--- src/rtl/dstack_pkg.sv ---
// Shared types and helpers for the data_stack operand stack.
package dstack_pkg;

   localparam int unsigned DSTACK_WIDTH = 16;

   typedef enum logic [2:0] {
      STK_NOP,
      STK_LOAD,
      STK_PUSH,
      STK_DUP,
      STK_POP,
      STK_POPLOAD,
      STK_ILLEGAL
   } stk_op_t;

   // Priority: push+pop conflict first, then push, then pop, then load alone.
   function automatic stk_op_t decode_stk_op(input logic push, input logic pop,
                                              input logic load_stk);
      stk_op_t op;
      if (push && pop)  op = STK_ILLEGAL;
      else if (push)    op = load_stk ? STK_PUSH : STK_DUP;
      else if (pop)     op = load_stk ? STK_POPLOAD : STK_POP;
      else if (load_stk) op = STK_LOAD;
      else              op = STK_NOP;
      return op;
   endfunction

   // Pointer width for an n-entry array, never below one bit.
   function automatic int unsigned ptr_w(input int unsigned n);
      return (n > 1) ? $clog2(n) : 1;
   endfunction

endpackage

--- src/rtl/data_stack_if.sv ---
// Command/result bundle between the decoder/ALU side and the data stack.
interface data_stack_if #(
   parameter int unsigned WIDTH = 16,
   parameter int unsigned DEPTH = 16
);
   localparam int unsigned DW = $clog2(DEPTH + 1);

   logic             push;
   logic             pop;
   logic             load_stk;
   logic [WIDTH-1:0] data_in;
   logic             err_clr;
   logic [WIDTH-1:0] stk0;
   logic [WIDTH-1:0] stk1;
   logic [DW-1:0]    depth;
   logic             ovf;
   logic             udf;

   modport master (
      output push, pop, load_stk, data_in, err_clr,
      input  stk0, stk1, depth, ovf, udf
   );

   modport slave (
      input  push, pop, load_stk, data_in, err_clr,
      output stk0, stk1, depth, ovf, udf
   );
endinterface

--- src/rtl/data_stack_mem.sv ---
// Circular spill array below stk1: synchronous write, asynchronous read.
module dstack_mem
   import dstack_pkg::*;
#(
   parameter int unsigned WIDTH = DSTACK_WIDTH,
   parameter int unsigned DEPTH = 16
) (
   input  logic                           clk,
   input  logic                           i_we,
   input  logic [ptr_w(DEPTH-2)-1:0]      i_wptr,
   input  logic [WIDTH-1:0]               i_wdata,
   input  logic [ptr_w(DEPTH-2)-1:0]      i_rptr,
   output logic [WIDTH-1:0]               o_rdata
);
   localparam int unsigned M = DEPTH - 2;

   logic [WIDTH-1:0] r_mem [M];

   // Contents are deliberately not reset; validity is tracked by depth.
   always_ff @(posedge clk) begin
      if (i_we) r_mem[i_wptr] <= i_wdata;
   end

   assign o_rdata = r_mem[i_rptr];
endmodule

--- src/rtl/data_stack.sv ---
// Operand stack: stk0/stk1 in flops, deeper entries in a circular dstack_mem.
// Optional sticky ovf/udf flags are built only when DSTACK_ERR_EN is defined.
module data_stack
   import dstack_pkg::*;
#(
   parameter int unsigned WIDTH = DSTACK_WIDTH,
   parameter int unsigned DEPTH = 16
) (
   input  logic          clk,
   input  logic          rst_n,
   data_stack_if.slave   sl
);
   localparam int unsigned DW = $clog2(DEPTH + 1);
   localparam int unsigned M  = DEPTH - 2;
   localparam int unsigned PW = ptr_w(M);

   logic [WIDTH-1:0] r_stk0, r_stk1;
   logic [DW-1:0]    r_depth;
   logic [PW-1:0]    r_wptr;

   logic [WIDTH-1:0] w_stk0_nxt, w_stk1_nxt, w_rdata, w_refill;
   logic [DW-1:0]    w_depth_nxt;
   logic [PW-1:0]    w_wptr_nxt, w_wptr_inc, w_rptr;
   logic             w_we, w_full, w_empty, w_arr_valid, w_ovf_evt, w_udf_evt;
   stk_op_t          w_op;

   assign w_op        = decode_stk_op(sl.push, sl.pop, sl.load_stk);
   assign w_full      = (r_depth == DW'(DEPTH));
   assign w_empty     = (r_depth == '0);
   assign w_arr_valid = (r_depth > DW'(2));
   assign w_wptr_inc  = (r_wptr == PW'(M - 1)) ? '0 : r_wptr + PW'(1);
   assign w_rptr      = (r_wptr == '0) ? PW'(M - 1) : r_wptr - PW'(1);
   assign w_refill    = w_arr_valid ? w_rdata : '0;

   dstack_mem #(.WIDTH(WIDTH), .DEPTH(DEPTH)) u_mem (
      .clk     (clk),
      .i_we    (w_we),
      .i_wptr  (r_wptr),
      .i_wdata (r_stk1),
      .i_rptr  (w_rptr),
      .o_rdata (w_rdata)
   );

   // Next-state decode; the spill pointer only moves when the array count changes
   // or, at full, when the circular buffer overwrites its oldest entry.
   always_comb begin
      w_stk0_nxt  = r_stk0;
      w_stk1_nxt  = r_stk1;
      w_depth_nxt = r_depth;
      w_wptr_nxt  = r_wptr;
      w_we        = 1'b0;
      w_ovf_evt   = 1'b0;
      w_udf_evt   = 1'b0;
      case (w_op)
         STK_LOAD: w_stk0_nxt = sl.data_in;
         STK_PUSH, STK_DUP: begin
            w_we       = 1'b1;
            w_stk1_nxt = r_stk0;
            if (w_op == STK_PUSH) w_stk0_nxt = sl.data_in;
            if (r_depth >= DW'(2)) w_wptr_nxt = w_wptr_inc;
            if (w_full) w_ovf_evt   = 1'b1;
            else        w_depth_nxt = r_depth + DW'(1);
         end
         STK_POP, STK_POPLOAD: begin
            w_stk0_nxt = (w_op == STK_POPLOAD) ? sl.data_in : r_stk1;
            w_stk1_nxt = w_refill;
            if (w_arr_valid) w_wptr_nxt = w_rptr;
            if (w_empty) w_udf_evt   = 1'b1;
            else         w_depth_nxt = r_depth - DW'(1);
         end
         STK_ILLEGAL: begin
            if (sl.load_stk) w_stk0_nxt = sl.data_in;
            w_ovf_evt = 1'b1;
            w_udf_evt = 1'b1;
         end
         default: ;
      endcase
   end

   always_ff @(posedge clk or negedge rst_n) begin
      if (!rst_n) begin
         r_stk0  <= '0;
         r_stk1  <= '0;
         r_depth <= '0;
         r_wptr  <= '0;
      end else begin
         r_stk0  <= w_stk0_nxt;
         r_stk1  <= w_stk1_nxt;
         r_depth <= w_depth_nxt;
         r_wptr  <= w_wptr_nxt;
      end
   end

`ifdef DSTACK_ERR_EN
   logic r_ovf, r_udf;

   // A new error in the same cycle as err_clr keeps the flag set.
   always_ff @(posedge clk or negedge rst_n) begin
      if (!rst_n) begin
         r_ovf <= 1'b0;
         r_udf <= 1'b0;
      end else begin
         r_ovf <= (r_ovf & ~sl.err_clr) | w_ovf_evt;
         r_udf <= (r_udf & ~sl.err_clr) | w_udf_evt;
      end
   end

   assign sl.ovf = r_ovf;
   assign sl.udf = r_udf;
`else
   logic w_unused;
   assign w_unused = &{1'b0, sl.err_clr, w_ovf_evt, w_udf_evt};
   assign sl.ovf   = 1'b0;
   assign sl.udf   = 1'b0;
`endif

   assign sl.stk0  = r_stk0;
   assign sl.stk1  = r_stk1;
   assign sl.depth = r_depth;
endmodule

--- src/flat_wrapper.sv ---
// flat-port wrapper written by rule: the top's interface ports become plain ports
module data_stack_flat import dstack_pkg::*;
#(
   parameter int unsigned WIDTH = DSTACK_WIDTH,
   parameter int unsigned DEPTH = 16
)
  (clk, rst_n, sl_push, sl_pop, sl_load_stk, sl_data_in, sl_err_clr, sl_stk0, sl_stk1, sl_depth, sl_ovf, sl_udf);
  data_stack_if #(.WIDTH(WIDTH), .DEPTH(DEPTH)) sl_i ();
  input  logic clk;
  input  logic rst_n;
  input wire logic [$bits(sl_i.push)-1:0] sl_push;
  input wire logic [$bits(sl_i.pop)-1:0] sl_pop;
  input wire logic [$bits(sl_i.load_stk)-1:0] sl_load_stk;
  input wire logic [$bits(sl_i.data_in)-1:0] sl_data_in;
  input wire logic [$bits(sl_i.err_clr)-1:0] sl_err_clr;
  output wire logic [$bits(sl_i.stk0)-1:0] sl_stk0;
  output wire logic [$bits(sl_i.stk1)-1:0] sl_stk1;
  output wire logic [$bits(sl_i.depth)-1:0] sl_depth;
  output wire logic [$bits(sl_i.ovf)-1:0] sl_ovf;
  output wire logic [$bits(sl_i.udf)-1:0] sl_udf;
  assign sl_i.push = sl_push;
  assign sl_i.pop = sl_pop;
  assign sl_i.load_stk = sl_load_stk;
  assign sl_i.data_in = sl_data_in;
  assign sl_i.err_clr = sl_err_clr;
  assign sl_stk0 = sl_i.stk0;
  assign sl_stk1 = sl_i.stk1;
  assign sl_depth = sl_i.depth;
  assign sl_ovf = sl_i.ovf;
  assign sl_udf = sl_i.udf;
  data_stack #(.WIDTH(WIDTH), .DEPTH(DEPTH)) u_core (.clk(clk), .rst_n(rst_n), .sl(sl_i));
endmodule
--- config.mk ---
export PLATFORM = sky130hd
export DESIGN_NAME = data_stack_flat
export DESIGN_NICKNAME = d
export VERILOG_FILES = /design/src/rtl/dstack_pkg.sv /design/src/rtl/data_stack_if.sv /design/src/rtl/data_stack_mem.sv /design/src/rtl/data_stack.sv /design/src/flat_wrapper.sv
export SDC_FILE = /design/constraint.sdc
export NUM_CORES = 1
export LEC_CHECK = 0
export CORE_MARGIN = 4
export CORE_UTILIZATION = 40
export DETAILED_ROUTE_END_ITERATION = 10
export PLACE_DENSITY = 0.67
export SKIP_CTS_REPAIR_TIMING = 1
export SLEW_MARGIN = 20
export SYNTH_ARGS = -nofsm -noshare
export SYNTH_HDL_FRONTEND = slang
export SYNTH_SLANG_ARGS = --single-unit
--- constraint.sdc ---
create_clock -name clk -period 3.9 [get_ports clk]
set_input_delay 1.17 -clock clk [delete_from_list [all_inputs] [get_ports clk]]
set_output_delay 1.17 -clock clk [all_outputs]
set_load 0.005 [all_outputs]
=== Word level (Yosys, flattened, before mapping) ===
Memory sizes are Yosys's and may differ from the RTL's.
Index checks and enable logic that the tools add are counted.

* Memories kept: 1
* Word-level logic and storage cells: 58
* RAM bits: 224
* Bits in registers: 41
* Input bits: 22
* Output and inout bits: 39

* Order comparisons: 2
* Reductions and logical operators: 10
* Eq/ne operators: 14
* Muxes and demuxes: 23
* Add/sub/neg operators: 4

{| class="wikitable"
|+ Memories
! memory !! words !! bits a word !! rd ports !! clocked after Yosys merged registers in !! wr ports !! RTL line !! RTL
|-
| u_core.u_mem.r_mem || 14 || 16 || 1 || 0 || 1 || data_stack_mem.sv:17 || <nowiki>logic [WIDTH-1:0] r_mem [M];</nowiki>
|}

{| class="wikitable"
|+ Operators with widths
! kind !! number
|-
| $mux W16 || 4
|-
| $pmux W16 S4 || 1
|-
| $pmux W16 S2 || 1
|-
| $mux W4 || 4
|-
| $mux W5 || 2
|-
| $pmux W5 S2 || 1
|-
| $eq A3 B3 Y1 const B || 3
|-
| $mux W3 || 3
|-
| $reduce_and A3 Y1 || 3
|-
| $pmux W4 S2 || 1
|-
| $eq A3 B2 Y1 const B || 2
|-
| $mux W1 || 6
|-
| $ne A2 B1 Y1 const B || 3
|-
| $ne A2 B2 Y1 const B || 3
|-
| $add A5 B1 Y5 const B || 1
|-
| $eq A5 B5 Y1 const B || 1
|-
| $ge A5 B2 Y1 const B || 1
|-
| $gt A5 B2 Y1 const B || 1
|-
| $logic_not A5 Y1 || 1
|-
| $sub A5 B1 Y5 const B || 1
|-
| $add A4 B1 Y4 const B || 1
|-
| $eq A4 B4 Y1 const B || 1
|-
| $logic_not A4 Y1 || 1
|-
| $reduce_bool A4 Y1 || 1
|-
| other kinds (5) || 6
|}

=== Depth between registers and ports, before layout ===
Gate-level depths: netlist of run 1.

* Depth after elaboration: 9
* Mapped depth: 10
* Mapped depth without buffers: 9

=== By module ===
From an unflattened synthesis of run 1, not the netlist that was laid out.

* Cells, all modules: 629
* Area total of the unflattened synthesis: 11011.8 µm²

{| class="wikitable"
|+ Modules (own cells, without submodules)
! module !! area an instance (µm²) !! seq. area each (µm²) !! cells each !! times used
|-
| dstack_mem || 8600.7 || 6726.5 || 379 || 1
|-
| data_stack || 2411.1 || 1026.0 || 250 || 1
|}

=== Worst setup path before layout of run 1 ===
OpenSTA, ideal clock, no wires.

* Path type: input to register
* From: input port sl_push
* To: register u_core.r_depth[4], in the netlist u_core.sl.depth[4]
* Buffers on the path: 1
* Setup time: 0.079 ns
* Cell stages on the path: 10
* Data required time: 3.821 ns
* Data arrival time: 2.668 ns
* Path slack: 1.153 ns
* Cell sequence: inv_1 -> ha_1 -> buf_2 -> inv_2 -> fa_1 -> nor2b_1 -> o21a_1 -> nor3_1 -> nor3_1 -> xor2_1

* Cells in the longest elaborated chain, start to end: 6
* Elaborated cells between the ends (all ways): 14
* Those cells by class: eq/ne (6); mux (3); reduce/logical (5)

{| class="wikitable"
|+ Ends and longest elaborated chain
! what !! RTL line !! RTL
|-
| start: declaration || flat_wrapper.sv:11 || <nowiki>input wire logic [$bits(sl_i.push)-1:0] sl_push;</nowiki>
|-
| $mux W3 / $logic_and A1 B1 Y1 (equally long branches) || dstack_pkg.sv:21, dstack_pkg.sv:20 ||
|-
| $mux W3 * || dstack_pkg.sv:20 || <nowiki>if (push && pop) op = STK_ILLEGAL;</nowiki>
|-
| $eq A3 B3 Y1 (tied with other cells) || - ||
|-
| $reduce_or A2 Y1, on equally long branches || - ||
|-
| $ne A2 B2 Y1 (no line) / $reduce_bool A2 Y1 (equally long branches) || - ||
|-
| $reduce_and A3 Y1 (no line) || - ||
|-
| end signal: assignment || data_stack.sv:89 || <nowiki>r_depth <= w_depth_nxt;</nowiki>
|-
| end: declaration || data_stack.sv:18 || <nowiki>logic [DW-1:0] r_depth;</nowiki>
|}

Every way passes the cells marked *; elsewhere a longest branch is shown, timed or not.
A chain may end at the register's enable or synchronous reset.

=== Worst setup path in the final report of run 1 ===
* From: input port sl_push
* To: register u_core.r_stk1[1], in the netlist u_core.sl.stk1[1]

* Cells in the longest elaborated chain, start to end: 5
* Elaborated cells between the ends (all ways): 11
* Those cells by class: eq/ne (4); mux (3); reduce/logical (4)

{| class="wikitable"
|+ Ends and longest elaborated chain
! what !! RTL line !! RTL
|-
| $mux W3 / $logic_and A1 B1 Y1 (equally long branches) || dstack_pkg.sv:21, dstack_pkg.sv:20 ||
|-
| $mux W3 * || dstack_pkg.sv:20 ||
|-
| $eq A3 B3 Y1 (tied with other cells) || - ||
|-
| $reduce_or A2 Y1, on equally long branches || - ||
|-
| $pmux W16 S2 / $reduce_bool A2 Y1 (equally long branches) || - ||
|-
| end signal: assignment || data_stack.sv:88 || <nowiki>r_stk1 <= w_stk1_nxt;</nowiki>
|-
| end: declaration || data_stack.sv:17 || <nowiki>logic [WIDTH-1:0] r_stk0, r_stk1;</nowiki>
|}

Marked as above.

==> impl_metrics.ini, run 1 <==
[status]
status = finished, final reports clean

[synthesis]
synthArstFlopShare_pct = 15.5
synthMuxAreaShare_pct = 2.38
syn_area_sq_um = 11400
synth_fa_ha_area_share_pct = 1.05
avgSynthCellArea_sq_um = 13.7
synth_seq_cells = 265
synth_top_family_by_area = compound AO/OA/AOI/OAI gates
synth_compound_area_share_pct = 16.5
yosys.area_share.simple_pct = 7.94
ys_warn_count = 0
yosys.area_share.xor_xnor_pct = 0.461
synthFlopType = edfxtp_1
synth-edff-count = 224
synth_cells = 835
synth_cell_types = 61
synth_seq_area_share_pct = 68.0

[clock_tree]
clkTransAtPathRegs_ns = 0.06
cts.sinks = 265
cts_inserted_buffers = 27
clk-insertion-delay-late_ns = 0.53
root_buffer = clkbuf_16
cts_tree = yes
clock_path_buffers = 3
cts_max_level = 1

[routing]
wl_per_cell_um = 23.5
dr.pass1.iters = 5
m1WireLength_mm = 12.8
top_layer_used = met4
dr_total_vias = 7644
initialDrtViolationCount = 833
avgViaCountPerCell = 5.80
dr_wl_met3_mm = 2.33
drt.antenna.violating_nets = 0
wl_met2_mm = 14.8
wirelength_mm = 30.9
drc_errors = 0

[die]
pin_count = 61
start_util_pct = 40.8
die_width_um = 177
die_height_um = 177
die-area_sq_um = 31300
fp-row-count = 61
core_sq_um = 27900

[place]
portBuffers = 57
dp_cells = 1268
dp.final_hpwl_mm = 19.6
place.gp.congestion = 0.857

[layout]
final_cell_mix = edfxtp_1, nand2_1, clkdlybuf4s50_1
diodes = 0
area_delta_synth_final_pct = 18.1
finalNonFillerCells = 1317
n_fill_cell = 2462
nets = 950
post-route-util_pct = 48.2
layout_commonest_cell = edfxtp_1
drive_gt1_share_pct = 11.8

[grt]
grt_antenna_before_repair = 0
grt_pass1_vias = 7588
grt_max_degree = 39
gr-total-overflow = 0
grt_usage_pct = 19.5
grt_pass1_wl_mm = 46.4

[critical_path]
rrSetupSlack_ns = 1.14
r2r-start = u_core.r_wptr[0]$_DFFE_PN0P_
worstSetupEndpointType = register
setup.worst_path.start_class = input port
path_max_fanout = 11
r2r-end = u_core.sl.stk1[4]$_DFFE_PN0P_
crit_required_ns = 4.36
critPathKind = input port to register
rr_worst_depth = 6
crit_start = sl_push
cp_data_arrival_time_ns = 3.58

[sta]
tightest_slew_ns = 0.921
final_hold_viol_count = 0
fmax_mhz = 321
setup_viol = 0
period_share_pct = 79.8
maxSlewHeadroom_pct = 38.6
drv_slew = 0
rsz0062_at_grt = no
period_needed_ns = 3.11
finalClockSkew_ns = 0.0167
setup_tns_ns = 0

[hold_path]
hp-class = register to register
min_to = u_core.sl.stk0[15]$_DFFE_PN0P_
min_from = u_core.sl.stk0[15]$_DFFE_PN0P_
holdPathStages = 2

[pwr]
p_leak_uw = 0.00473
powerDensity_nw_per_um2 = 769
ir_drop_mv = 0.397

[flow_run]
cap_violations = 0
## worst max-delay path by stage
stage	end	slack [ns]
after floorplan	u_core.sl.depth[4]$_DFFE_PN0P_	1.15
after global placement	u_core.sl.stk1[10]$_DFFE_PN0P_	0.31
after detailed placement	u_core.sl.stk1[1]$_DFFE_PN0P_	0.28
after CTS	sl_stk1[5]	0.81
after global routing	u_core.sl.stk0[1]$_DFFE_PN0P_	0.66
final	u_core.sl.stk1[1]$_DFFE_PN0P_	0.79
## worst max-delay path, cell delays in order
cell,delay [ns]
clkdlybuf4s50_1,0.53
inv_1,0.10
ha_1,0.34
buf_4,0.24
nor2_1,0.67
buf_4,0.32
a22oi_1,0.09
nand3_1,0.11
## report_power, final
| group | total [uW] | switching (uW) | internal (uW) | leakage [uW] |
|---|---|---|---|---|
| clock | 2600 | 1030 | 1570 | 0.000439 |
| combinational | 3360 | 1970 | 1400 | 0.00179 |
| sequential | 4390 | 693 | 3700 | 0.00250 |
| total | 10400 | 3690 | 6670 | 0.00473 |
## logic make-up after synthesis
kind of cell               count (synthesis)
and+or+nand+nor                          189
DFF                                      265
buffers and inverters                     73
muxes                                     27
other                                      1
AOI/OAI and AO/OA                        265
adders and majority gates                  9
xor gates and xnor gates                   6
## layer usage
metal	track usage (%)	up-vias
met5	0	-
met1	26.6	3807
met2	32.1	358
met3	2.82	62
li1	-	3417
met4	7.32	0
## synthesized netlist by cell type (2+ instances only)
| cell type | count | area, sq um |
|---|---|---|
| or2_1 | 3 | 18.8 |
| o32ai_1 | 7 | 61.3 |
| a211o_1 | 8 | 70.1 |
| a211oi_1 | 12 | 90.1 |
| a221o_1 | 11 | 110 |
| o21ai_1 | 5 | 25.0 |
| nand2_1 | 58 | 218 |
| buf_1 | 3 | 11.3 |
| mux2i_1 | 26 | 260 |
| o21ai_0 | 47 | 235 |
| nor2b_1 | 22 | 138 |
| ha_1 | 8 | 100 |
| o211ai_1 | 4 | 30.0 |
| a222oi_1 | 2 | 20.0 |
| a21boi_0 | 5 | 37.5 |
| a21o_1 | 12 | 90.1 |
| o21a_1 | 4 | 30.0 |
| clkbuf_1 | 14 | 52.6 |
| o221ai_1 | 12 | 105 |
| a22oi_1 | 36 | 270 |
| o22a_1 | 4 | 35.0 |
| a2bb2oi_1 | 9 | 78.8 |
| a221oi_2 | 2 | 30.0 |
| and2_1 | 5 | 31.3 |
| nand2b_1 | 12 | 75.1 |
| a31oi_1 | 3 | 18.8 |
| a22o_1 | 3 | 26.3 |
| o31a_1 | 2 | 17.5 |
| edfxtp_1 | 224 | 6730 |
| buf_6 | 12 | 135 |
| inv_1 | 13 | 48.8 |
| buf_2 | 23 | 115 |
| a21oi_1 | 45 | 225 |
| dfrtp_1 | 41 | 1030 |
| xor2_1 | 3 | 26.3 |
| buf_4 | 6 | 45.0 |
| nand3_1 | 26 | 130 |
| o22ai_1 | 13 | 81.3 |
| nor2_1 | 49 | 184 |
| a221oi_1 | 13 | 114 |
| xnor2_1 | 3 | 26.3 |
| nor3_1 | 6 | 30.0 |
## sequential cells by signal (all words and copies together) (netlist names)
register and count:
u_core.sl.depth 5, u_core.sl.stk0 16, u_core.u_mem.r_mem 224, u_core.sl.stk1 16, u_core.r_wptr 4
## stage by stage
| step | power (uW) | cell area [sq um] | worst slack, ns | hold WS, ns |
|---|---|---|---|---|
| floorplan | 6360 | 11400 | 1.15 | 0.524 |
| global placement | 7710 | 12600 | 0.306 | 0.564 |
| detailed placement | 7780 | 12600 | 0.280 | 0.560 |
| CTS | 10400 | 13500 | 0.813 | 0.578 |
| global route | 10800 | 13500 | 0.662 | 0.605 |
| finish | 10400 | 13500 | 0.788 | 0.582 |
## final cells by class
| cell class | instances | area [sq um] | area share [%] |
|---|---|---|---|
| clock inverter | 7 | 118 | 0.874 |
| tap | 378 | 473 | 3.51 |
| timing repair buffer | 113 | 1040 | 7.70 |
| multi-input combinational | 498 | 3250 | 24.1 |
| inverter | 14 | 52.6 | 0.390 |
| sequential | 265 | 7750 | 57.6 |
| clock buffer | 42 | 782 | 5.81 |
(Power assumes the default switching activity.)
==> inputs of run 2 (changes only) <==
--- a/config.mk
+++ b/config.mk
@@ -8,7 +8,7 @@
 export CORE_MARGIN = 4
 export CORE_UTILIZATION = 40
 export DETAILED_ROUTE_END_ITERATION = 10
-export PLACE_DENSITY = 0.67
+export PLACE_DENSITY = 0.69
 export SKIP_CTS_REPAIR_TIMING = 1
 export SLEW_MARGIN = 20
 export SYNTH_ARGS = -nofsm -noshare
==> constraint.sdc (replaced) <==
create_clock -name clk -period 2.8 [get_ports clk]
set_input_delay 0.84 -clock clk [delete_from_list [all_inputs] [get_ports clk]]
set_output_delay 0.84 -clock clk [all_outputs]
set_load 0.005 [all_outputs]
==> run 2 against run 1 <==
  * Sequential cell count did not move
  * Cell count rose by 3.3%
  * Non-clock buffer count rose by 41
  * Clock power rose by 49%
  * Combinational power rose by 64%
  * Critical endpoint is now u_core.sl.stk1[0]$_DFFE_PN0P_
  * Highest routed layer unchanged
==> impl_metrics.ini, run 2 (synthesis results as in run 1) <==
[layout]
area_delta_synth_final_pct = 21.9
final_cell_mix = edfxtp_1, buf_4, nand2_1
nets = 992
diodes = 0
largest-register = u_core.u_mem.r_mem
layout_commonest_cell = edfxtp_1
largest_reg_flops = 224
drive_gt1_share_pct = 16.2

[clock_tree]
root_buffer = clkbuf_16
cts.sinks = 265
clkTransAtPathRegs_ns = 0.06
cts_max_level = 1
cts_tree = yes
clock_path_buffers = 3
cts_inserted_buffers = 28
clk-insertion-delay-late_ns = 0.54

[sta]
rsz0062_at_grt = no
final_hold_viol_count = 0
finalClockSkew_ns = 0.0186
drv_slew = 0
worst_slack_ns = 0.324
setup_viol = 0
tightest_slew_ns = 0.770
period_needed_ns = 2.48
hold_ws_ns = 0.290
maxSlewHeadroom_pct = 48.1
setup_tns_ns = 0
period_share_pct = 88.4
fmax_mhz = 404

[grt]
grt_usage_pct = 20.0
met3_usage_pct = 3.38
top_usage_layer = met2
grt_max_degree = 29
grt_pass1_vias = 7994
grt_pass1_wl_mm = 47.7
gr-usage-met1_pct = 26.5
grt_antenna_before_repair = 0
met2_usage_pct = 32.9
gr-total-overflow = 0

[routing]
dr_total_vias = 7850
drt.antenna.violating_nets = 0
wl_per_cell_um = 23.0
wirelength_mm = 31.3
dr.pass1.iters = 5
initialDrtViolationCount = 908
drc_errors = 0
avgViaCountPerCell = 5.77

[status]
status = finished, final reports clean

[critical_path]
cp_data_arrival_time_ns = 2.92
crit_required_ns = 3.25
path_max_fanout = 5
r2r-start = u_core.r_wptr[2]$_DFFE_PN0P_
critPathKind = input port to register
worstSetupEndpointType = register
rrSetupSlack_ns = 0.33
r2r-end = u_core.sl.stk1[6]$_DFFE_PN0P_
rr_worst_depth = 6
crit_start = sl_pop
setup.worst_path.start_class = input port

[place]
pre_cts_ws_ns = -0.190
place.gp.congestion = 0.884
portBuffers = 57
dp.final_hpwl_mm = 20.6

[die]
die_width_um = 177
pin_count = 61
die_height_um = 177
fp-row-count = 61
core_sq_um = 27900
start_util_pct = 40.8
die-area_sq_um = 31300

[pwr]
ir_drop_mv = 0.629
p_leak_uw = 0.00499
powerDensity_nw_per_um2 = 1080
total_power_uw = 15000

[flow_run]
cap_violations = 0

[hold_path]
hp-class = input port to async pin
-- run 2: cell count changes in the layout (fill, tap and decap cells not counted), moves of 2 or more --
cell,change
bufinv_16,+2
clkinv_2,+6
buf_4,+37
buf_12,+4
clkinv_1,+4
clkbuf_8,-3
clkbuf_1,-9
-- run 2: report_power, final --
group | total (uW) | internal [uW] | switching, uW
clock network | 3870 | 2350 | 1520
registers | 5640 | 5150 | 485
logic | 5520 | 2210 | 3310
total | 15000 | 9710 | 5310
-- run 2: cell type report --
type / count / area (sq um)
Timing Repair Buffer: 154 / 1390
Clock inverter: 21 / 246
Multi-Input combinational cell: 498 / 3240
Clock buffer: 31 / 732
Inverter: 14 / 52.6
Sequential cell: 265 / 7750
Fill cell: 2409 / 14000
Tap cell: 378 / 473
-- run 2: worst max-delay path by stage --
stage / endpoint / slack [ns] / cells after the start
2_1_floorplan: u_core.sl.depth[4]$_DFFE_PN0P_ / 0.38 / 10
3_3_place_gp: u_core.sl.stk1[4]$_DFFE_PN0P_ / -0.15 / 8
3_5_place_dp: u_core.sl.stk0[8]$_DFFE_PN0P_ / -0.19 / 10
4_1_cts: sl_stk1[10] / 0.30 / 2
5_1_grt: u_core.sl.stk1[8]$_DFFE_PN0P_ / 0.13 / 5
6_report: u_core.sl.stk1[0]$_DFFE_PN0P_ / 0.32 / 8
-- run 2: metrics by stage --
step                cell area, sq um  utilization (%)  cells
floorplan                      11400                -    836
global placement               12900             46.2   1309
detailed placement             12900             46.2   1309
CTS                            13900             49.7   1361
global route                   13900             49.7   1361
finish                         13900             49.7   1361
-- run 2: worst max-delay path, stage by stage --
cell and delay (ns):
clkdlybuf4s50_1 0.54, inv_1 0.06, ha_1 0.31, nor2b_1 0.15, and2_1 0.28, and2_1 0.34, o221ai_1 0.19, o211ai_1 0.21
-- run 2: layer usage --
metal | part of all wire (%) | up-vias
met5 | 0 | -
met4 | 4.3 | 0
met3 | 8.0 | 72
met2 | 48 | 384
met1 | 40 | 3899
li1 | - | 3495
